==> src/rtl/decoder3x8_seq_if.sv <==
// Code-in / one-hot-out bundle for decoder3x8_seq; master is the code source.
// in_parity exists only when DEC_PARITY_EN is defined.
interface decoder3x8_seq_if;
  logic       in_valid;
  logic       in_ready;
  logic [2:0] in_code;
`ifdef DEC_PARITY_EN
  logic       in_parity;
`endif
  logic [7:0] out;
  logic       out_valid;

`ifdef DEC_PARITY_EN
  modport master (output in_valid, in_code, in_parity, input in_ready, out, out_valid);
  modport slave  (input in_valid, in_code, in_parity, output in_ready, out, out_valid);
`else
  modport master (output in_valid, in_code, input in_ready, out, out_valid);
  modport slave  (input in_valid, in_code, output in_ready, out, out_valid);
`endif
endinterface

==> src/rtl/decoder3x8_seq.sv <==
// Sequenced 3:8 decoder: each accepted code drives a registered one-hot word for HOLD_CYCLES clocks.
// Optional DEC_PARITY_EN adds even-parity checking of in_code with a one-cycle err pulse.
module decoder3x8_seq #(
  parameter int HOLD_CYCLES = 1,
  parameter int CNT_W       = 8
) (
  input  logic            clk,
  input  logic            rst,
  input  logic            en,
  decoder3x8_seq_if.slave dec,
`ifdef DEC_PARITY_EN
  output logic            err,
`endif
  output logic            busy
);
  localparam int               HOLD_EFF = (HOLD_CYCLES < 1) ? 1 : HOLD_CYCLES;
  localparam logic [CNT_W-1:0] CNT_LOAD = CNT_W'(HOLD_EFF - 1);
  localparam logic [CNT_W-1:0] CNT_ONE  = CNT_W'(1);

  typedef enum logic {IDLE = 1'b0, HOLD = 1'b1} state_t;

  state_t           state, state_nx;
  logic [CNT_W-1:0] cnt, cnt_nx;
  logic [7:0]       word, word_nx;
  logic             accept;
  logic             code_ok;

  assign accept = dec.in_valid & dec.in_ready;

`ifdef DEC_PARITY_EN
  logic err_q;
  assign code_ok = ~^{dec.in_parity, dec.in_code};
`else
  assign code_ok = 1'b1;
`endif

  always_ff @(posedge clk) begin
    if (rst) begin
      state <= IDLE;
      cnt   <= '0;
      word  <= '0;
`ifdef DEC_PARITY_EN
      err_q <= 1'b0;
`endif
    end else begin
      state <= state_nx;
      cnt   <= cnt_nx;
      word  <= word_nx;
`ifdef DEC_PARITY_EN
      err_q <= accept & ~code_ok;
`endif
    end
  end

  // A code with bad parity is treated as if nothing was accepted.
  always_comb begin
    state_nx = state;
    cnt_nx   = cnt;
    word_nx  = word;
    case (state)
      IDLE: begin
        if (accept && code_ok) begin
          state_nx = HOLD;
          cnt_nx   = CNT_LOAD;
          word_nx  = 8'b1 << dec.in_code;
        end
      end
      HOLD: begin
        if (cnt != '0) begin
          cnt_nx = cnt - CNT_ONE;
        end else if (accept && code_ok) begin
          cnt_nx  = CNT_LOAD;
          word_nx = 8'b1 << dec.in_code;
        end else begin
          state_nx = IDLE;
          word_nx  = '0;
        end
      end
      default: begin
        state_nx = IDLE;
        cnt_nx   = '0;
        word_nx  = '0;
      end
    endcase
  end

  always_comb begin
    dec.in_ready  = en & ((state == IDLE) | (cnt == '0));
    dec.out       = word;
    dec.out_valid = (state == HOLD);
    busy          = (state == HOLD);
`ifdef DEC_PARITY_EN
    err           = err_q;
`endif
  end
endmodule

==> src/flat_wrapper.sv <==
// flat-port wrapper written by rule: the top's interface ports become plain ports
module decoder3x8_seq_flat 
#(
  parameter int HOLD_CYCLES = 1,
  parameter int CNT_W       = 8
)
  (clk, rst, en, busy, dec_in_valid, dec_in_code, dec_in_ready, dec_out, dec_out_valid);
  decoder3x8_seq_if dec_i ();
  input  logic clk;
  input  logic rst;
  input  logic en;
  output logic busy;
  input wire logic [$bits(dec_i.in_valid)-1:0] dec_in_valid;
  input wire logic [$bits(dec_i.in_code)-1:0] dec_in_code;
  output wire logic [$bits(dec_i.in_ready)-1:0] dec_in_ready;
  output wire logic [$bits(dec_i.out)-1:0] dec_out;
  output wire logic [$bits(dec_i.out_valid)-1:0] dec_out_valid;
  assign dec_i.in_valid = dec_in_valid;
  assign dec_i.in_code = dec_in_code;
  assign dec_in_ready = dec_i.in_ready;
  assign dec_out = dec_i.out;
  assign dec_out_valid = dec_i.out_valid;
  decoder3x8_seq #(.HOLD_CYCLES(HOLD_CYCLES), .CNT_W(CNT_W)) u_core (.clk(clk), .rst(rst), .en(en), .dec(dec_i), .busy(busy));
endmodule
==> config.mk <==
export PLATFORM = sky130hd
export DESIGN_NAME = decoder3x8_seq_flat
export DESIGN_NICKNAME = d
export VERILOG_FILES = /design/src/rtl/decoder3x8_seq_if.sv /design/src/rtl/decoder3x8_seq.sv /design/src/flat_wrapper.sv
export SDC_FILE = /design/constraint.sdc
export NUM_CORES = 1
export LEC_CHECK = 0
export CORE_UTILIZATION = 51
export CTS_BUF_LIST = sky130_fd_sc_hd__clkbuf_8
export DETAILED_ROUTE_END_ITERATION = 12
export PLACE_DENSITY = 0.8
export SLEW_MARGIN = 20
export SYNTH_ARGS = -nofsm -noshare
export SYNTH_HDL_FRONTEND = slang
export SYNTH_SLANG_ARGS = --single-unit
export TNS_END_PERCENT = 30
==> constraint.sdc <==
create_clock -name clk -period 2.5 [get_ports clk]
set_input_delay 0.5 -clock clk [delete_from_list [all_inputs] [get_ports clk]]
set_output_delay 0.5 -clock clk [all_outputs]
set_load 0.005 [all_outputs]
== Yosys cells after proc, flatten, opt, wreduce, memory -nomap -nowiden ==
Cells that the tools add are included.
Word-level totals
  word-level logic and storage cells: 24
  register bits after elaboration: 17
  output and inout bits: 11
Cells by class
  equal/unequal tests: 2
  shifts and indexed selects: 1
  bitwise gates (word level): 4
  $add $sub $neg: 1
  reduce and logical (&&, ||, !) cells: 3
  muxes and demuxes: 10
Operators with widths (count)
  2-to-1 mux 8 bit: 5
  one-hot mux 8 bit (2 select lines): 2
  logical NOT 8 bit: 1
  nonzero test 8 bit: 1
  left shift 1 x 3 -> 8 bit, first input constant: 1
  subtractor 8 x 1 -> 8 bit, second input constant: 1
  AND 1 bit: 2
  2-to-1 mux 1 bit: 2
  inequality test 2 x 1 -> 1 bit, second input constant: 1
  inequality test 2 bit, second input constant: 1
  one-hot mux 1 bit (2 select lines): 1
  AND reduction 2 bit: 1
  NOT 1 bit: 1
  bitwise OR 1 bit: 1

== Longest topological paths before layout ==
Gate-level depths: netlist of the first run.
  depth in word-level cells: 7
  gate-level depth with buffers: 7
  depth with buffers taken out: 6

== Worst setup path after synthesis of the first run ==
OpenSTA, ideal clock, no wires.
  path type: register to output
  from: reg u_core.cnt[0]
  to: out dec_in_ready
  path slack: 273 ps
  data required time: 2000 ps
  path buffers: 1
  data arrival time: 1727 ps
  stages on the path, launching flop included: 7
  cell sequence: dfxtp_1 -> inv_1 -> ha_1 -> or4b_4 -> o41ai_4 -> buf_6 -> and2_1
On the way
  word-level cells in the longest chain between the ends: 3
RTL lines
  from (decl): RTL line decoder3x8_seq.sv:23  | logic [CNT_W-1:0] cnt, cnt_nx;
  from (signal assigned): RTL line decoder3x8_seq.sv:47  | cnt <= cnt_nx;
  logical NOT 8 bit: RTL line decoder3x8_seq.sv:88  | dec.in_ready = en & ((state == IDLE) | (cnt == '0));
  bitwise OR 1 bit: RTL line decoder3x8_seq.sv:88
  AND 1 bit: RTL line decoder3x8_seq.sv:88
  to (decl): RTL line flat_wrapper.sv:15  | output wire logic [$bits(dec_i.in_ready)-1:0] dec_in_ready;
Every way passes these cells.

== Worst setup path in the final report of the first run ==
Ends and elaborated chain as after synthesis.

==> results of run 1 <==
## power by group
part	leakage (nW)	internal, mW	switching [mW]
Combinational	0.247	0.0247	0.0208
Clock	0.0269	0.109	0.0879
Sequential	0.138	0.274	0.00295
## worst register-to-register path: cells and delay by family (launching register included)
kind	cells	cell delay [ns]
compound gates	2	0.40
fa+ha+maj	1	0.13
simple gates	2	0.68
buf+inv	2	0.34
flops	1	0.32
## per-layer routing
layer | vias to the layer above | global-route usage (%)
li1 | 373 | -
met1 | 377 | 24.26
met2 | 29 | 45.63
met3 | 7 | 4.741
met4 | 0 | 12.50
met5 | - | 0
## cell families after synthesis
logic type | share of synthesized area [%]
XOR/XNOR | 2.135
AO/OA/AOI/OAI | 19.97
adder cells (fa/ha/maj) | 1.524
buffers and inverters | 3.659
AND/OR/NAND/NOR | 31.25
flip-flops | 41.46
## area by class of cell
class,count,area (um^2),share of cell area [%]
timing repair buffer,23,216.5,19.77
multi-input combinational,66,462.9,42.29
clock buffer,3,41.29,3.771
inverter,2,7.507,0.6857
tap,16,20.02,1.829
clock inverter,1,3.754,0.3429
sequential,17,342.8,31.31
## per-stage QoR
step | util, % | total power [mW] | cell area, um^2 | setup slack, ns
final | 72.67 | 0.5189 | 1095 | 0.1655
after global routing | 72.67 | 0.5366 | 1095 | 0.1020
after CTS | 72.67 | 0.5232 | 1095 | 0.01934
after detailed placement | 67.11 | 0.3281 | 1011 | 0.04247
after global placement | 67.11 | 0.3272 | 1011 | 0.06799
after floorplan | - | 0.3014 | 820.8 | 0.2727
## final timing paths
| check | endpoint | start | slack, ns |
|---|---|---|---|
| hold reg to reg | u_core.dec.out[4] | u_core.dec.out[4] | 0.46 |
| setup reg to reg | u_core.dec.out[2] | u_core.cnt[0] | 0.56 |
| hold / removal | u_core.dec.out[4] | u_core.dec.out[4] | 0.46 |
| setup / recovery | dec_in_ready | u_core.cnt[0] | 0.17 |
## sequential cells by signal (all words and copies together) (netlist names)
name            cells
u_core.busy         1
u_core.cnt          8
u_core.dec.out      8
## cell usage after synthesis (3+ instances only)
cell / instances / share of area, %
dfxtp_1: 17 / 41
nor2_1: 6 / 2.7
nand2b_1: 7 / 5.3
a21oi_1: 3 / 1.8
nand2_1: 9 / 4.1
o221ai_1: 3 / 3.2
o21ai_0: 4 / 2.4
## what timing repair did
item	4_1_cts	5_1_grt
buffers inserted	3	0
pin swaps	3	2
endpoints found under the setup margin	1	1
gates resized for setup	9	0
==> impl_metrics.json, run 1 <==
{
  "setup_viol": 0,
  "power_leakage_nw": 0.4126,
  "drc_errors": 0,
  "final_common_cell": "clkdlybuf4s50_1",
  "row_count": 14,
  "worst-path-buf-inv": 2,
  "wl_per_cell_um": 15.48,
  "crit_path_end_kind": "output pin",
  "ys.flop_type": "dfxtp_1",
  "avgSynthCellArea_um2": 9.327,
  "start_kind": "register",
  "antenna_found_initial": 0,
  "crit_fanout": 2,
  "tritoncts": "done",
  "dr_total_vias": 786,
  "cts_max_level": 1,
  "hold_slack_ns": 0.4615,
  "initial_core_util_pct": 54.49,
  "place_inst": 121,
  "tns_ns": 0,
  "cp_top_family": "simple AND/OR/NAND/NOR gates",
  "seq_area_frac_synth_pct": 41.46,
  "layout_common_cells": "16 x clkdlybuf4s50_1, 15 x dfxtp_1, 9 x nand2_1",
  "fmax_mhz": 428.4,
  "cpPeakStageDelay_ns": 0.48,
  "grt_pass1_wl_um": 3208,
  "synth.cell_area_um2": 820.8,
  "yosysUniqueCellTypes": 34,
  "synth_edf_count": 0,
  "dp_hpwl_um": 1322,
  "critPathKind": "register to output pin",
  "instances_no_fill": 128,
  "tightest_slew_ns": 0.5447,
  "numPortBuffers": 17,
  "ios": 18,
  "antenna_left": 0,
  "n_antenna_cell": 0,
  "cts_root_buffer": "clkbuf_8",
  "dr.pass1.iters": 4,
  "gp_congestion": 0.7533,
  "worst-r2r-cell-count": 7,
  "netlist_instances": 88,
  "routed.top_layer": "met4",
  "grtUsageTotal_pct": 23.99,
  "grt_pass1_vias": 764,
  "cts_sinks": 17,
  "coreArea_mm2": 0.001506,
  "fillers": 118,
  "hp-class": "register to register",
  "critical_path_required_ns": 2.00,
  "post-route-period-util_pct": 93.38,
  "maxCapViolCount": 0,
  "routed_via_density": 6.141,
  "wirelength_met1_um": 777,
  "fin_crit_ns": 2.334,
  "crit_cells": 6,
  "wl_met2_um": 1058,
  "die_w_um": 42.12,
  "hold_path_depth": 2,
  "ys_warn_count": 0,
  "clk_latency_ns": 0.25,
  "slowest_stage": "or4b_4",
  "clockBufferDepth": 2,
  "rsz0062_at_grt": "false",
  "syn_to_final_growth_pct": 33.38,
  "worstPathCellList": "inv_2, ha_4, or4b_4, o41ai_4, and2_1, clkdlybuf4s15_2",
  "maxSlewViolCount": 0,
  "wl_met3_um": 77,
  "finClkSkew_ns": 0.003085,
  "drive_gt1_share_pct": 18.75,
  "crit_arrival_ns": 1.83,
  "wl_um": 1982,
  "drtIter0Drc": 22,
  "fp.dieArea_mm2": 0.001774,
  "status": "completed",
  "die_y_um": 42.12,
  "synth_seq_cells": 17,
  "path_clk_slew_ns": 0.07,
  "p_per_area_mw_per_mm2": 474.0,
  "slew-limit-headroom_pct": 63.40,
  "ir_worst_vdd_uv": 327.1,
  "syn-num-nets": 96,
  "cts_inserted_buffers": 3,
  "hold_buffers": 0,
  "hold_viol_final": 0,
  "async_flop_share_pct": 0,
  "grt.overflow.total": 0,
  "nets": 121,
  "grt_max_degree": 18
}
No activity file was read; power rests on OpenSTA's default activity.
==> inputs of run 2 (changes only) <==
Settings changed: PLACE_DENSITY 0.8 to 0.83, SETUP_SLACK_MARGIN from default to 0.05.
==> impl_metrics.json, run 2 (synthesis gave the netlist of run 1 again) <==
{
  "status": "finished with violations",
  "violations": "DRC",
  "coreArea_mm2": 0.001506,
  "cts_root_buffer": "clkbuf_8",
  "wl_um": 1855,
  "maxSlewViolCount": 0,
  "final_common_cell": "dfxtp_1",
  "crit_fanout": 4,
  "cts_inserted_buffers": 3,
  "nets": 121,
  "post-route-util_pct": 72.43,
  "crit_path_end_kind": "output pin",
  "clk_latency_ns": 0.25,
  "dp_hpwl_um": 1267,
  "antenna_left": 0,
  "power_leakage_nw": 0.4110,
  "seq_area_um2": 340.3,
  "combPwrFrac_pct": 8.9,
  "antenna_found_initial": 0,
  "fin_crit_ns": 2.386,
  "routed_via_density": 5.898,
  "worstPathCellList": "inv_1, ha_4, or4b_4, o41ai_4, and2_1, clkdlybuf4s15_1",
  "ir_worst_vdd_uv": 519.7,
  "min_to": "u_core.dec.out[4]",
  "setup_viol": 0,
  "syn_to_final_growth_pct": 32.93,
  "start_kind": "register",
  "cpPeakStageDelay_ns": 0.48,
  "grt_pass1_vias": 737,
  "switching_share_pct": 21.78,
  "clockBufferDepth": 2,
  "maxCapViolCount": 0,
  "layout_common_cells": "17 x dfxtp_1, 16 x clkdlybuf4s50_1, 9 x nand2_1",
  "ios": 18,
  "pwr-share-clk_pct": 38.0,
  "die_w_um": 42.12,
  "path_clk_slew_ns": 0.06,
  "fp.dieArea_mm2": 0.001774,
  "finClkSkew_ns": 0.003771,
  "grt_pass1_wl_um": 3187,
  "tightest_slew_ns": 0.5452,
  "post-route-period-util_pct": 95.43,
  "drtIter0Drc": 25,
  "hp-start": "u_core.dec.out[4]",
  "power_mw": 0.5208,
  "instances_no_fill": 128,
  "initial_core_util_pct": 54.49,
  "slew-limit-headroom_pct": 63.54,
  "multiInputGateArea_um2": 462.9,
  "grt.overflow.total": 0,
  "r2r-end": "u_core.dec.out[2]",
  "row_count": 14,
  "n_antenna_cell": 0,
  "numPortBuffers": 17,
  "p_switching_mw": 0.1134,
  "cp_top_family": "simple AND/OR/NAND/NOR gates",
  "gp_congestion": 0.8731,
  "grtUsageTotal_pct": 23.42,
  "intPower_mw": 0.4074,
  "cts_sinks": 17,
  "tritoncts": "done",
  "wl_per_cell_um": 14.49,
  "grt_max_degree": 18,
  "hold_slack_ns": 0.4671,
  "hp-class": "register to register",
  "drc_errors": 1,
  "rsz0062_at_grt": "false",
  "dr_total_vias": 755,
  "worst-path-buf-inv": 2,
  "slowest_stage": "or4b_4",
  "critPathKind": "register to output pin",
  "hold_buffers": 0,
  "r2r_setup_slack_ns": 0.54,
  "die_y_um": 42.12,
  "hold_viol_final": 0,
  "p_per_area_mw_per_mm2": 477.4,
  "dr.pass1.iters": 8,
  "critical_path_required_ns": 2.00,
  "worst-r2r-cell-count": 7,
  "r2r_start": "u_core.cnt[1]",
  "fillers": 119,
  "hold_path_depth": 2,
  "tns_ns": 0,
  "place_inst": 122,
  "crit_arrival_ns": 1.89,
  "pwr-share-seq_pct": 53.2,
  "fmax_mhz": 419.2,
  "drive_gt1_share_pct": 15.18,
  "cts_max_level": 1
}
## run 2: layout make-up
cell class	instances	share of cell area [%]
Tap cell	16	1.835
Clock inverter	1	0.3440
Timing Repair Buffer	23	19.72
Multi-Input combinational cell	66	42.43
Sequential cell	17	31.19
Clock buffer	3	3.784
Inverter	2	0.6881
## run 2: worst max path at each step
stage,start,endpoint,slack (ns),depth (start not counted)
2_1_floorplan,u_core.cnt[0],dec_in_ready,0.27,6
3_3_place_gp,u_core.cnt[0],dec_in_ready,0.08,6
3_5_place_dp,u_core.cnt[0],dec_in_ready,0.02,6
4_1_cts,u_core.cnt[0],dec_in_ready,0.05,6
5_1_grt,u_core.cnt[0],dec_in_ready,0.07,6
6_report,u_core.cnt[1],dec_in_ready,0.11,6
## run 2: worst reg2reg max path: cells and delay by family (launching register included)
family	cells	cell delay, ns
compound gates	2	0.40
fa+ha+maj	1	0.14
buf+inv	2	0.35
flops	1	0.31
simple gates	2	0.69
## run 2: repair_timing
item | CTS | global route
setup buffers | 1 | 1
setup endpoints to repair | 1 | 1
gates cloned | 0 | 0
resized for setup | 3 | 2
pin swaps | 1 | 1
## run 2: power groups by stage
stage / sequential (mW) / clock, mW / combinational [mW]
2_1_floorplan: 0.283 / 0 / 0.0186
3_3_place_gp: 0.283 / 0 / 0.0444
3_5_place_dp: 0.283 / 0 / 0.0455
4_1_cts: 0.277 / 0.200 / 0.0455
5_1_grt: 0.277 / 0.213 / 0.0500
6_report: 0.277 / 0.198 / 0.0462
## run 2: routing by layer
layer / up-vias / part of all wire [%] / global-route usage [%]
met4: 0 / 0 / 5.625
met5: - / 0 / 0
met2: 21 / 47 / 36.56
met3: 0 / 5.6 / 5.603
li1: 373 / - / -
met1: 361 / 48 / 32.97
## run 2: stage by stage
stage / cell area (um^2) / worst slack, ns
2_1_floorplan: 820.8 / 0.2727
3_3_place_gp: 1018 / 0.08488
3_5_place_dp: 1018 / 0.02049
4_1_cts: 1072 / 0.05268
5_1_grt: 1091 / 0.06825
6_report: 1091 / 0.1142
==> inputs of run 3 (changes only) <==
Settings changed: GPL_TIMING_DRIVEN from default to 1.
==> results of run 3 <==
No change in the layout: final DEF, timing and power equal those of run 2.
